## src/rtl/feed_arbiter.sv

```systemverilog
// Round-robin scheduler sharing one byte parser between N_FEEDS message streams.
// Grants switch only at message boundaries, found from each message's 2-byte length.
module feed_arbiter #(
    parameter int N_FEEDS = 4,
    parameter int FEED_W  = $clog2(N_FEEDS)
) (
    input  logic                   clk,
    input  logic                   rst_n,
    input  logic [8*N_FEEDS-1:0]   s_byte,
    input  logic [N_FEEDS-1:0]     s_valid,
    output logic [N_FEEDS-1:0]     s_ready,
    output logic [7:0]             m_byte,
    output logic                   m_valid,
    input  logic                   m_ready,
    output logic [FEED_W-1:0]      m_feed,
    output logic                   m_first,
    output logic                   m_last,
    output logic                   len_err,
    output logic                   busy
);

    typedef enum logic [1:0] {
        IDLE   = 2'd0,
        LEN_HI = 2'd1,
        LEN_LO = 2'd2,
        BODY   = 2'd3
    } state_t;

    state_t              state;
    logic [FEED_W-1:0]   grant;
    logic [FEED_W-1:0]   last_grant;
    logic [15:0]         remain;
    logic [7:0]          len_hi;

    logic [FEED_W-1:0]   pick;
    logic                found;
    logic                xfer;
    logic [15:0]         len_word;

    // Round-robin: first requester strictly above last_grant, then wrap to the low feeds.
    always_comb begin
        pick  = last_grant;
        found = 1'b0;
        for (int i = 0; i < N_FEEDS; i++) begin
            if (!found && s_valid[i] && (i > int'(last_grant))) begin
                pick  = FEED_W'(i);
                found = 1'b1;
            end
        end
        for (int i = 0; i < N_FEEDS; i++) begin
            if (!found && s_valid[i] && (i <= int'(last_grant))) begin
                pick  = FEED_W'(i);
                found = 1'b1;
            end
        end
    end

    // Unbuffered pass-through from the granted feed; nothing is forwarded in IDLE.
    always_comb begin
        m_byte  = 8'h00;
        m_valid = 1'b0;
        s_ready = '0;
        if (state != IDLE) begin
            for (int i = 0; i < N_FEEDS; i++) begin
                if (grant == FEED_W'(i)) begin
                    m_byte     = s_byte[8*i +: 8];
                    m_valid    = s_valid[i];
                    s_ready[i] = m_ready;
                end
            end
        end
    end

    assign xfer     = m_valid && m_ready;
    assign len_word = {len_hi, m_byte};

    always_ff @(posedge clk or negedge rst_n) begin
        if (!rst_n) begin
            state      <= IDLE;
            grant      <= '0;
            last_grant <= FEED_W'(N_FEEDS - 1);
            remain     <= 16'd0;
            len_hi     <= 8'd0;
            len_err    <= 1'b0;
        end else begin
            len_err <= 1'b0;
            case (state)
                IDLE: begin
                    if (found) begin
                        grant      <= pick;
                        last_grant <= pick;
                        state      <= LEN_HI;
                    end
                end
                LEN_HI: begin
                    if (xfer) begin
                        len_hi <= m_byte;
                        state  <= LEN_LO;
                    end
                end
                LEN_LO: begin
                    if (xfer) begin
                        // Short lengths still forward one type byte so the parser stays framed.
                        if (len_word >= 16'd3) begin
                            remain <= len_word - 16'd2;
                        end else begin
                            remain  <= 16'd1;
                            len_err <= 1'b1;
                        end
                        state <= BODY;
                    end
                end
                BODY: begin
                    if (xfer) begin
                        remain <= remain - 16'd1;
                        if (remain == 16'd1) begin
                            state <= IDLE;
                        end
                    end
                end
                default: state <= IDLE;
            endcase
        end
    end

    assign m_feed  = grant;
    assign busy    = (state != IDLE);
    assign m_first = (state == LEN_HI) && m_valid;
    assign m_last  = (state == BODY) && (remain == 16'd1);

endmodule

```

## config.mk

```make
export PLATFORM = sky130hd
export DESIGN_NAME = feed_arbiter
export DESIGN_NICKNAME = d
export VERILOG_FILES = /design/src/rtl/feed_arbiter.sv
export SDC_FILE = /design/constraint.sdc
export NUM_CORES = 1
export LEC_CHECK = 0
export BUFFER_PORTS_ARGS = -buffer_cell sky130_fd_sc_hd__buf_2
export CORE_ASPECT_RATIO = 0.8
export CORE_MARGIN = 2
export CORE_UTILIZATION = 49
export DETAILED_ROUTE_END_ITERATION = 16
export GPL_TIMING_DRIVEN = 0
export PLACE_DENSITY_LB_ADDON = 0.15
export SLEW_MARGIN = 20
export SYNTH_ARGS = -nofsm -noshare
export SYNTH_HDL_FRONTEND = slang
export SYNTH_SLANG_ARGS = --single-unit
```

## constraint.sdc

```tcl
create_clock -name clk -period 2.1 [get_ports clk]
set_input_delay 0.42 -clock clk [delete_from_list [all_inputs] [get_ports clk]]
set_output_delay 0.42 -clock clk [all_outputs]
set_load 0.01 [all_outputs]
```

# Word-level counts from Yosys, hierarchy flattened
# Cells that the tools add are included.
[op_classes]
n_lt_le_gt_ge = 7
n_eq_ne = 12
n_mux = 42
addsub = 2
reduce_logical = 29
[ops]
columns = ["operator", "n"]
rows = [
  ["16-bit two-way mux", 3],
  ["8-bit two-way mux", 5],
  ["16-bit case mux with 2 select lines", 1],
  ["2-bit two-way mux", 12],
  ["1-bit two-way mux", 19],
  ["16-bit by 1-bit == test with 1-bit output, second input constant", 1],
  ["16-bit by 2-bit greater-or-equal comparator with 1-bit output, second input constant", 1],
  ["16-bit by 1-bit subtractor with 16-bit output, second input constant", 1],
  ["16-bit by 2-bit subtractor with 16-bit output, second input constant", 1],
  ["1-bit logical AND", 15],
  ["2-bit inequality test, second input constant", 5],
  ["2-bit == test, second input constant", 4],
  ["2-bit case mux with 4 select lines", 1],
  ["1-bit zero test", 6],
  ["5-bit AND reduction", 1],
  ["2-bit by 1-bit == test with 1-bit output, second input constant", 2],
  ["2-bit > comparator, first input constant", 2],
  ["2-bit <= comparator, first input constant", 2],
  ["2-bit zero test", 2],
  ["4-bit two-way mux", 1],
  ["2-bit AND reduction", 2],
  ["2-bit nonzero test", 2],
  ["3-bit AND reduction", 1],
  ["1-bit by 2-bit > comparator with 1-bit output, first input constant", 1],
  ["1-bit by 2-bit <= comparator with 1-bit output, first input constant", 1],
]
[totals]
ff_bits = 31
wordCells = 98
in_bits = 39

# Longest topological paths before layout
# Gate-level depths: netlist of run 1.
[logic_depth]
depth_word = 28
mapped_depth = 11

# Worst setup path after synthesis of run 1
# Ideal clock, no wire load.
[synth_path]
path_kind = "reg-to-reg"
from = "register state[0]"
to = "register remain[15]"
setup_ns = 0.104
t_arrival_ns = 2.269
n_path_buf = 0
stages_incl_launch_ff = 9
required_time_ns = 1.996
setup_slack_ns = -0.273
path_cell_list = "dfrtp_1 > inv_1 > ha_1 > nand2b_1 > o22ai_1 > nor4_2 > nand4_1 > mux2i_1 > o311ai_1"
[synth_via]
elab_chain_len = 6
[synth_lines]
columns = ["element", "line_no", "text"]
rows = [
  ["start, declared", "29", "state_t state;"],
  ["start signal, assigned", "79", "state <= IDLE;"],
  ["start signal, assigned", "92", "state <= LEN_HI;"],
  ["start signal, assigned", "98", "state <= LEN_LO;"],
  ["2-bit nonzero test (*)", "63", "if (state != IDLE) begin"],
  ["8-bit two-way mux (*)", "63", ""],
  ["via m_byte[5]", "12", "output logic [7:0] m_byte,"],
  ["16-bit by 2-bit subtractor with 16-bit output or 16-bit by 2-bit greater-or-equal comparator with 1-bit output (tied branches)", "105, 104", ""],
  ["16-bit two-way mux (*)", "104", "if (len_word >= 16'd3) begin"],
  ["16-bit two-way mux (*)", "102", "if (xfer) begin"],
  ["16-bit case mux with 2 select lines (*)", "87", "case (state)"],
  ["end signal, assigned", "105", "remain <= len_word - 16'd2;"],
  ["end signal, assigned", "115", "remain <= remain - 16'd1;"],
  ["end, declared", "32", "logic [15:0] remain;"],
]
# Mark *: on every way through the listed nets, which the timed path passes. The rest lies on a longest branch. The select of a mux whose other input is x is not followed.
# A chain may end at the register's enable or synchronous reset.

# Worst setup path after layout of run 1
[layout_path]
from = "register len_hi[3]"
to = "register remain[3]"
[layout_via]
elab_chain_len = 4
[layout_lines]
columns = ["element", "line_no", "text"]
rows = [
  ["start, declared", "33", "logic [7:0] len_hi;"],
  ["start signal, assigned", "97", "len_hi <= m_byte;"],
  ["16-bit by 2-bit greater-or-equal comparator with 1-bit output", "104", ""],
  ["16-bit two-way mux", "104", ""],
  ["16-bit two-way mux", "102", ""],
  ["16-bit case mux with 2 select lines", "87", ""],
]
# No other way between the ends. The select of a mux whose other input is x is not followed.

==> metrics.yaml, run 1 <==
yosys:
  synth_xor_area_frac: 0.03211
  synth-simple-area-share: 0.2253
  ys_warn_count: 0
  yosys.area_share.adder: 0.03568
  synthFlopType: "dfrtp_1"
  synth_compound_area_frac: 0.2136
  synth-edff-count: 0
  yosys.area.top_type: "dfrtp_1"
  synth_area_per_cell_sq_um: 8.894
  syn_area_sq_mm: 0.002455
  syn_inst: 276
  yosys.area.top_type_share: 0.2956
  syn-num-nets: 322
  synth.area.top_cells: "dfrtp_1, o21ai_0, mux2i_1"
  postSynth.asyncResetShare: 1.000
  synth.distinct_cells: 62
  yosysSeqAreaShare: 0.3170
  synthMuxAreaShare: 0.1228
  synth_top_family_by_area: "simple AND/OR/NAND/NOR gates"
  ys_ff_latch: 31
placed_design:
  gp_congestion: 0.8509
  dpl.hpwl_microns: 4912
  dpl_cell_area_sq_mm: 0.002903
  io_buffer_count: 57
  dp_cells: 395
  pre_cts_slack_ns: -0.4832
global_route:
  grt_first_pass_wirelength_microns: 12060
  grtUsageTotal: 0.2768
  antenna_found_initial: 0
  grt.overflow.total: 0
  grt_pass1_vias: 2453
  grt_max_degree: 32
flow_run:
  maxCapViolCount: 0
route:
  via_per_inst: 6.002
  vias: 2665
  ant_nets: 0
  drc: 0
  routed_wl_microns: 8000
  dr.pass1.iters: 5
  drt-wirelength-per-cell_microns: 18.02
  drt-initial-drc-count: 188
worst_setup_path:
  critPathBufInv: 0
  timing.rr.start: "len_hi[3]$_DFFE_PN0P_"
  start_kind: "flop"
  cp_data_required_time_ns: 2.25
  regToRegSetupSlack_ns: -0.16
  cp_top_family: "simple AND/OR/NAND/NOR gates"
  end_kind: "flop"
  critPathKind: "reg -> reg"
  crit_chain: "or4_4 > or3_4 > nor4_4 > nand2_2 > nand2_4 > o221ai_2"
  regToRegEndpoint: "remain[3]$_DFFE_PN0P_"
  ff2ff_path_depth: 6
  path_max_fanout: 5
  slowest_delay_ns: 0.55
  arrival_ns: 2.41
  cp_slowest_cell: "or4_4"
power:
  combPwrFrac: 0.730
  peakVddDrop_mv: 1.062
  intPower_uw: 3343
  p_sw_uw: 2772
  pwr-share-clk: 0.083
  power_switching_share: 0.4533
  p_leak_uw: 0.001577
  seqPwrFrac: 0.187
  p_per_area_mw_per_mm2: 1653
floorplan:
  rows: 23
  dieArea_sq_mm: 0.005596
  fp.dieH_microns: 67.31
  initial_core_util: 0.4989
  io-pin-count: 58
  core_area_sq_mm: 0.004921
  die_x_microns: 83.14
timing:
  maxSlewViolCount: 0
  min_period_over_period: 1.077
  period_minus_slack_ns: 2.262
  relSlewSlack: 0.4901
  final-hold-violation-count: 0
  skew_ns: 0.005138
  rsz0062_at_grt: "true"
  worstMarginPinSlew_ns: 0.7649
  finalSetupViolCount: 22
  worst_slack_ns: -0.1618
  fmax_mhz: 442.1
clocking:
  htreeDepth: 2
  path_clk_slew_ns: 0.07
  insertion_delay_ns: 0.29
  cts_root_buf: "clkbuf_8"
  cts_buffers: 5
  clock-sinks: 31
  cts_buffer_depth: 2
  cts_tree: "yes"
finish:
  final_cells: 444
  nNetsFinal: 427
  n_fill_cell: 350
  final_util: 0.7516
  final_area_sq_mm: 0.003699
  syn_to_final_growth_pct: 50.66
  drive_gt1_frac: 0.5209
  final_common_cell: "buf_2"
  diodes: 0
  final_cell_mix: "buf_2, buf_4, dfrtp_1"
status:
  outcome: "complete, but fails checks"
  violations: "negative setup slack"
min_path:
  holdCritPathClass: "in -> async"
## metrics by stage
step | hold slack [ns] | setup TNS [ns] | total power, uW
2_1_floorplan | 0.1244 | -0.3635 | 3325
3_3_place_gp | 0.5026 | -4.944 | 4046
3_5_place_dp | 0.5168 | -5.885 | 4089
4_1_cts | 0.2180 | -1.111 | 5434
5_1_grt | 0.2441 | -4.056 | 6484
6_report | 0.1987 | -2.117 | 6115
## power by group through the flow
stage,logic [uW],registers [uW],clock network (uW)
final,4460,1150,505
after global routing,4770,1180,530
after CTS,3800,1120,508
after detailed placement,2940,1150,0
after global placement,2900,1140,0
after floorplan,2230,1100,0
## how the worst max path moves through the flow
| stage | start | endpoint | slack [ns] | depth (start not counted) |
|---|---|---|---|---|
| after floorplan | remain[3]$_DFFE_PN0P_ | remain[15]$_DFFE_PN0P_ | -0.11 | 6 |
| after global placement | state[1]$_DFFE_PN0P_ | remain[11]$_DFFE_PN0P_ | -0.41 | 11 |
| after detailed placement | state[1]$_DFFE_PN0P_ | remain[11]$_DFFE_PN0P_ | -0.48 | 11 |
| after CTS | remain[1]$_DFFE_PN0P_ | remain[15]$_DFFE_PN0P_ | -0.13 | 6 |
| after global routing | len_hi[3]$_DFFE_PN0P_ | remain[3]$_DFFE_PN0P_ | -0.24 | 6 |
| final | len_hi[3]$_DFFE_PN0P_ | remain[3]$_DFFE_PN0P_ | -0.16 | 6 |
## synth_stat cells, types with 3 or more instances
library cell and number:
nand4_1 4, or4_1 5, nor3_1 14, a21oi_1 20, o31a_1 3, inv_1 12
nand2_1 22, xnor2_1 4, xor2_1 5, a21o_1 4, and2_1 3, o22ai_1 3
and3_1 3, mux2_2 6, buf_2 5, mux2i_1 11, or4_4 3, nand2b_1 3
dfrtp_1 29, mux4_1 3, o21ai_0 24, or3_1 8, nor2_1 17, nor4_1 3
ha_1 7, o21ai_1 3, clkbuf_1 7, o21a_1 3
## area by class of cell
cell class              count  area (sq um)  area share
clock buffers               7         86.33     0.02334
flip-flops and latches     31         778.2      0.2104
well taps                  62         77.57     0.02097
multi-input cells         219          1877      0.5074
inverters                  13         55.05     0.01488
repair buffers            101         724.4      0.1959
plain buffers              10         95.09     0.02571
clock inverters             1         5.005    0.001353
## timing repair
action	4_1_cts	5_1_grt
endpoints found under the setup margin	28	36
pin swaps	14	22
cloned	1	0
resized for setup	48	42
hold buffers	0	0
buffers inserted	33	11
## metal layers
metal | track usage | wire [microns] | vias to the layer above
li1 | - | - | 1250
met3 | 0.04156 | 441 | 10
met1 | 0.3714 | 3442 | 1305
met2 | 0.4798 | 4059 | 100
met5 | 0 | 0 | -
met4 | 0.06762 | 57 | 0
## state kept, by name, summed over array words and instances, names as in the netlist
signal,flops
state,2
len_err,1
m_feed,2
last_grant,2
len_hi,8
remain,16
## logic make-up after synthesis
family                   count (synthesis)
adder cells (fa/ha/maj)                  7
AO/OA/AOI/OAI                           82
buffers and inverters                   27
XOR/XNOR                                 9
flip-flops                              31
multiplexers                            22
AND/OR/NAND/NOR                         98
(Power assumes the default switching activity.)
==> run 2: changes to the inputs <==
Settings changed: ABC_AREA from default to 1, CAP_MARGIN from default to 30, CORE_UTILIZATION 49 to 50, RECOVER_POWER from default to 25.
==> run 2 against run 1 <==
  * The flow now finishes without violations
  * Critical path type is now reg -> out
  * Hold slack worse by 0.0037 ns
  * Highest routed layer unchanged
  * Clock power is 4% lower
  * Global-route usage is 1.0 points lower
  * Die area is 11% higher
  * Sequential share of layout area is 0.16 points higher
  * Design area is 0.61% lower
  * Sequential power hardly changed
==> metrics.yaml, run 2 <==
finish:
  nNetsFinal: 585
  final_common_cell: "nand2_1"
  drive_gt1_frac: 0.3173
  top_register: "remain"
  largest_reg_flops: 16
  n_fill_cell: 506
  diodes: 0
  syn_to_final_growth_pct: 31.34
  top_regs: "remain x16, len_hi x8"
  final_cell_mix: "nand2_1, inv_1, buf_2"
worst_setup_path:
  critPathKind: "reg -> out"
  cp_data_required_time_ns: 1.68
  path_max_fanout: 10
  regToRegEndpoint: "remain[5]$_DFFE_PN0P_"
  timing.rr.start: "m_feed[1]$_DFFE_PN0P_"
  end_kind: "output port"
  cp_slowest_cell: "dfrtp_1"
  crit_chain: "ha_2 > buf_4 > inv_1 > clkbuf_4 > nor2_2 > buf_2"
  slowest_delay_ns: 0.41
  regToRegSetupSlack_ns: 0.02
  arrival_ns: 1.67
  ff2ff_path_depth: 13
  start_kind: "flop"
yosys:
  synth_area_per_cell_sq_um: 6.152
  yosysSeqAreaShare: 0.2781
  synth_most_common_cell: "nand2_1"
  synth-edff-count: 0
  ys_warn_count: 0
  postSynth.asyncResetShare: 1.000
  ys_ff_latch: 31
  synthFlopType: "dfrtp_1"
  yosys.area.top_type: "dfrtp_1"
  yosys.area.top_type_share: 0.2593
  synth.area.top_cells: "dfrtp_1, nand2_1, inv_1"
  syn_inst: 455
  syn-num-nets: 501
  syn_area_sq_mm: 0.002799
  synth.distinct_cells: 35
  synthTopCellsByCount: "nand2_1, inv_1, nor2_1"
route:
  dr.pass1.iters: 5
  drt-wirelength-per-cell_microns: 13.04
  ant_nets: 0
  drc: 0
  via_per_inst: 5.147
  routed_wl_microns: 8045
  vias: 3176
  drt-initial-drc-count: 165
floorplan:
  fp.dieH_microns: 70.92
  die_x_microns: 87.65
  core_area_sq_mm: 0.005435
  io-pin-count: 58
  dieArea_sq_mm: 0.006216
  rows: 24
  initial_core_util: 0.5150
clocking:
  cts_tree: "yes"
  cts_buffers: 5
  cts_buffer_depth: 2
  ctsHoldBuffers: 0
  cts_root_buf: "clkbuf_8"
  htreeDepth: 2
  path_clk_slew_ns: 0.07
  clock-sinks: 31
  insertion_delay_ns: 0.28
status:
  outcome: "complete, no violations"
timing:
  min_period_over_period: 0.9955
  worstMarginPinSlew_ns: 0.7327
  rsz0062_at_grt: "true"
  maxSlewViolCount: 0
  final-hold-violation-count: 0
  fmax_mhz: 478.3
  finalSetupViolCount: 0
  period_minus_slack_ns: 2.091
  whs_ns: 0.1950
  setup_tns_ns: 0
  relSlewSlack: 0.5116
  worst_slack_ns: 0.009425
  skew_ns: 0.002934
power:
  p_leak_uw: 0.001970
  p_per_area_mw_per_mm2: 1697
  power_uw: 6238
  peakVddDrop_mv: 0.9674
flow_run:
  maxCapViolCount: 0
placed_design:
  io_buffer_count: 57
  gp_congestion: 0.8520
  dpl.hpwl_microns: 5907
  pre_cts_slack_ns: -0.2260
global_route:
  grt_pass1_vias: 2828
  grt.overflow.total: 0
  grt_max_degree: 32
  grt_first_pass_wirelength_microns: 13100
  antenna_found_initial: 0
  grtUsageTotal: 0.2664
min_path:
  holdCritPathClass: "in -> async"
run 2: report_power, final:
| group | switching, uW | total, uW | internal [uW] |
|---|---|---|---|
| clock | 230 | 487 | 257 |
| combinational | 2810 | 4580 | 1760 |
| sequential | 289 | 1180 | 886 |
| total | 3330 | 6240 | 2910 |
run 2: stage by stage:
| step | util | instance area, sq um | instances |
|---|---|---|---|
| 6_report | 0.6763 | 3676 | 617 |
| 5_1_grt | 0.6763 | 3676 | 617 |
| 4_1_cts | 0.6211 | 3376 | 602 |
| 3_5_place_dp | 0.5854 | 3182 | 590 |
| 3_3_place_gp | 0.5854 | 3182 | 590 |
| 2_1_floorplan | - | 2799 | 455 |
run 2: final cells by class:
| class | instances | area [sq um] | share of cell area |
|---|---|---|---|
| buffer | 10 | 88.84 | 0.02417 |
| timing repair buffer | 77 | 445.4 | 0.1212 |
| clock inverter | 1 | 5.005 | 0.001361 |
| inverter | 79 | 311.5 | 0.08475 |
| clock buffer | 6 | 82.58 | 0.02246 |
| sequential | 31 | 779.5 | 0.2120 |
| tap | 78 | 97.59 | 0.02655 |
| multi-input combinational | 335 | 1866 | 0.5075 |
run 2: cell families after synthesis:
| kind of cell | Yosys count | synth area share |
|---|---|---|
| AOI/OAI and AO/OA | 66 | 0.1377 |
| buffers and inverters | 89 | 0.1278 |
| DFF | 31 | 0.2781 |
| and+or+nand+nor | 256 | 0.4063 |
| adders and majority gates | 7 | 0.03129 |
| xor gates and xnor gates | 6 | 0.01878 |
run 2: worst max-delay path, delay by kind of cell (launching register included):
family / cells / cell delay (ns)
and+or+nand+nor: 1 / 0.10
adders and majority gates: 1 / 0.24
buffers and inverters: 4 / 0.63
DFF: 1 / 0.41
run 2: repair_timing:
| item | CTS | global route |
|---|---|---|
| setup buffers | 5 | 15 |
| resized for setup | 26 | 58 |
| gates cloned | 0 | 0 |
| setup endpoints to repair | 13 | 31 |
| pin swaps | 2 | 20 |
run 2: worst max path at each step:
stage / startpoint / end / slack, ns / depth (start not counted)
5_1_grt: m_feed[1]$_DFFE_PN0P_ / remain[5]$_DFFE_PN0P_ / -0.11 / 13
3_3_place_gp: m_feed[1]$_DFFE_PN0P_ / remain[9]$_DFFE_PN0P_ / -0.19 / 14
4_1_cts: remain[5]$_DFFE_PN0P_ / m_last / -0.01 / 8
3_5_place_dp: m_feed[1]$_DFFE_PN0P_ / remain[9]$_DFFE_PN0P_ / -0.23 / 15
2_1_floorplan: m_feed[1]$_DFFE_PN0P_ / remain[15]$_DFFE_PN0P_ / 0.03 / 16
6_report: state[0]$_DFFE_PN0P_ / m_last / 0.009 / 6
run 2: layer usage:
metal / GRT usage / part of all wire
met3: 0.04084 / 0.046
met1: 0.4084 / 0.49
met2: 0.3990 / 0.45
met5: 0 / 0
met4: 0.05299 / 0.0086
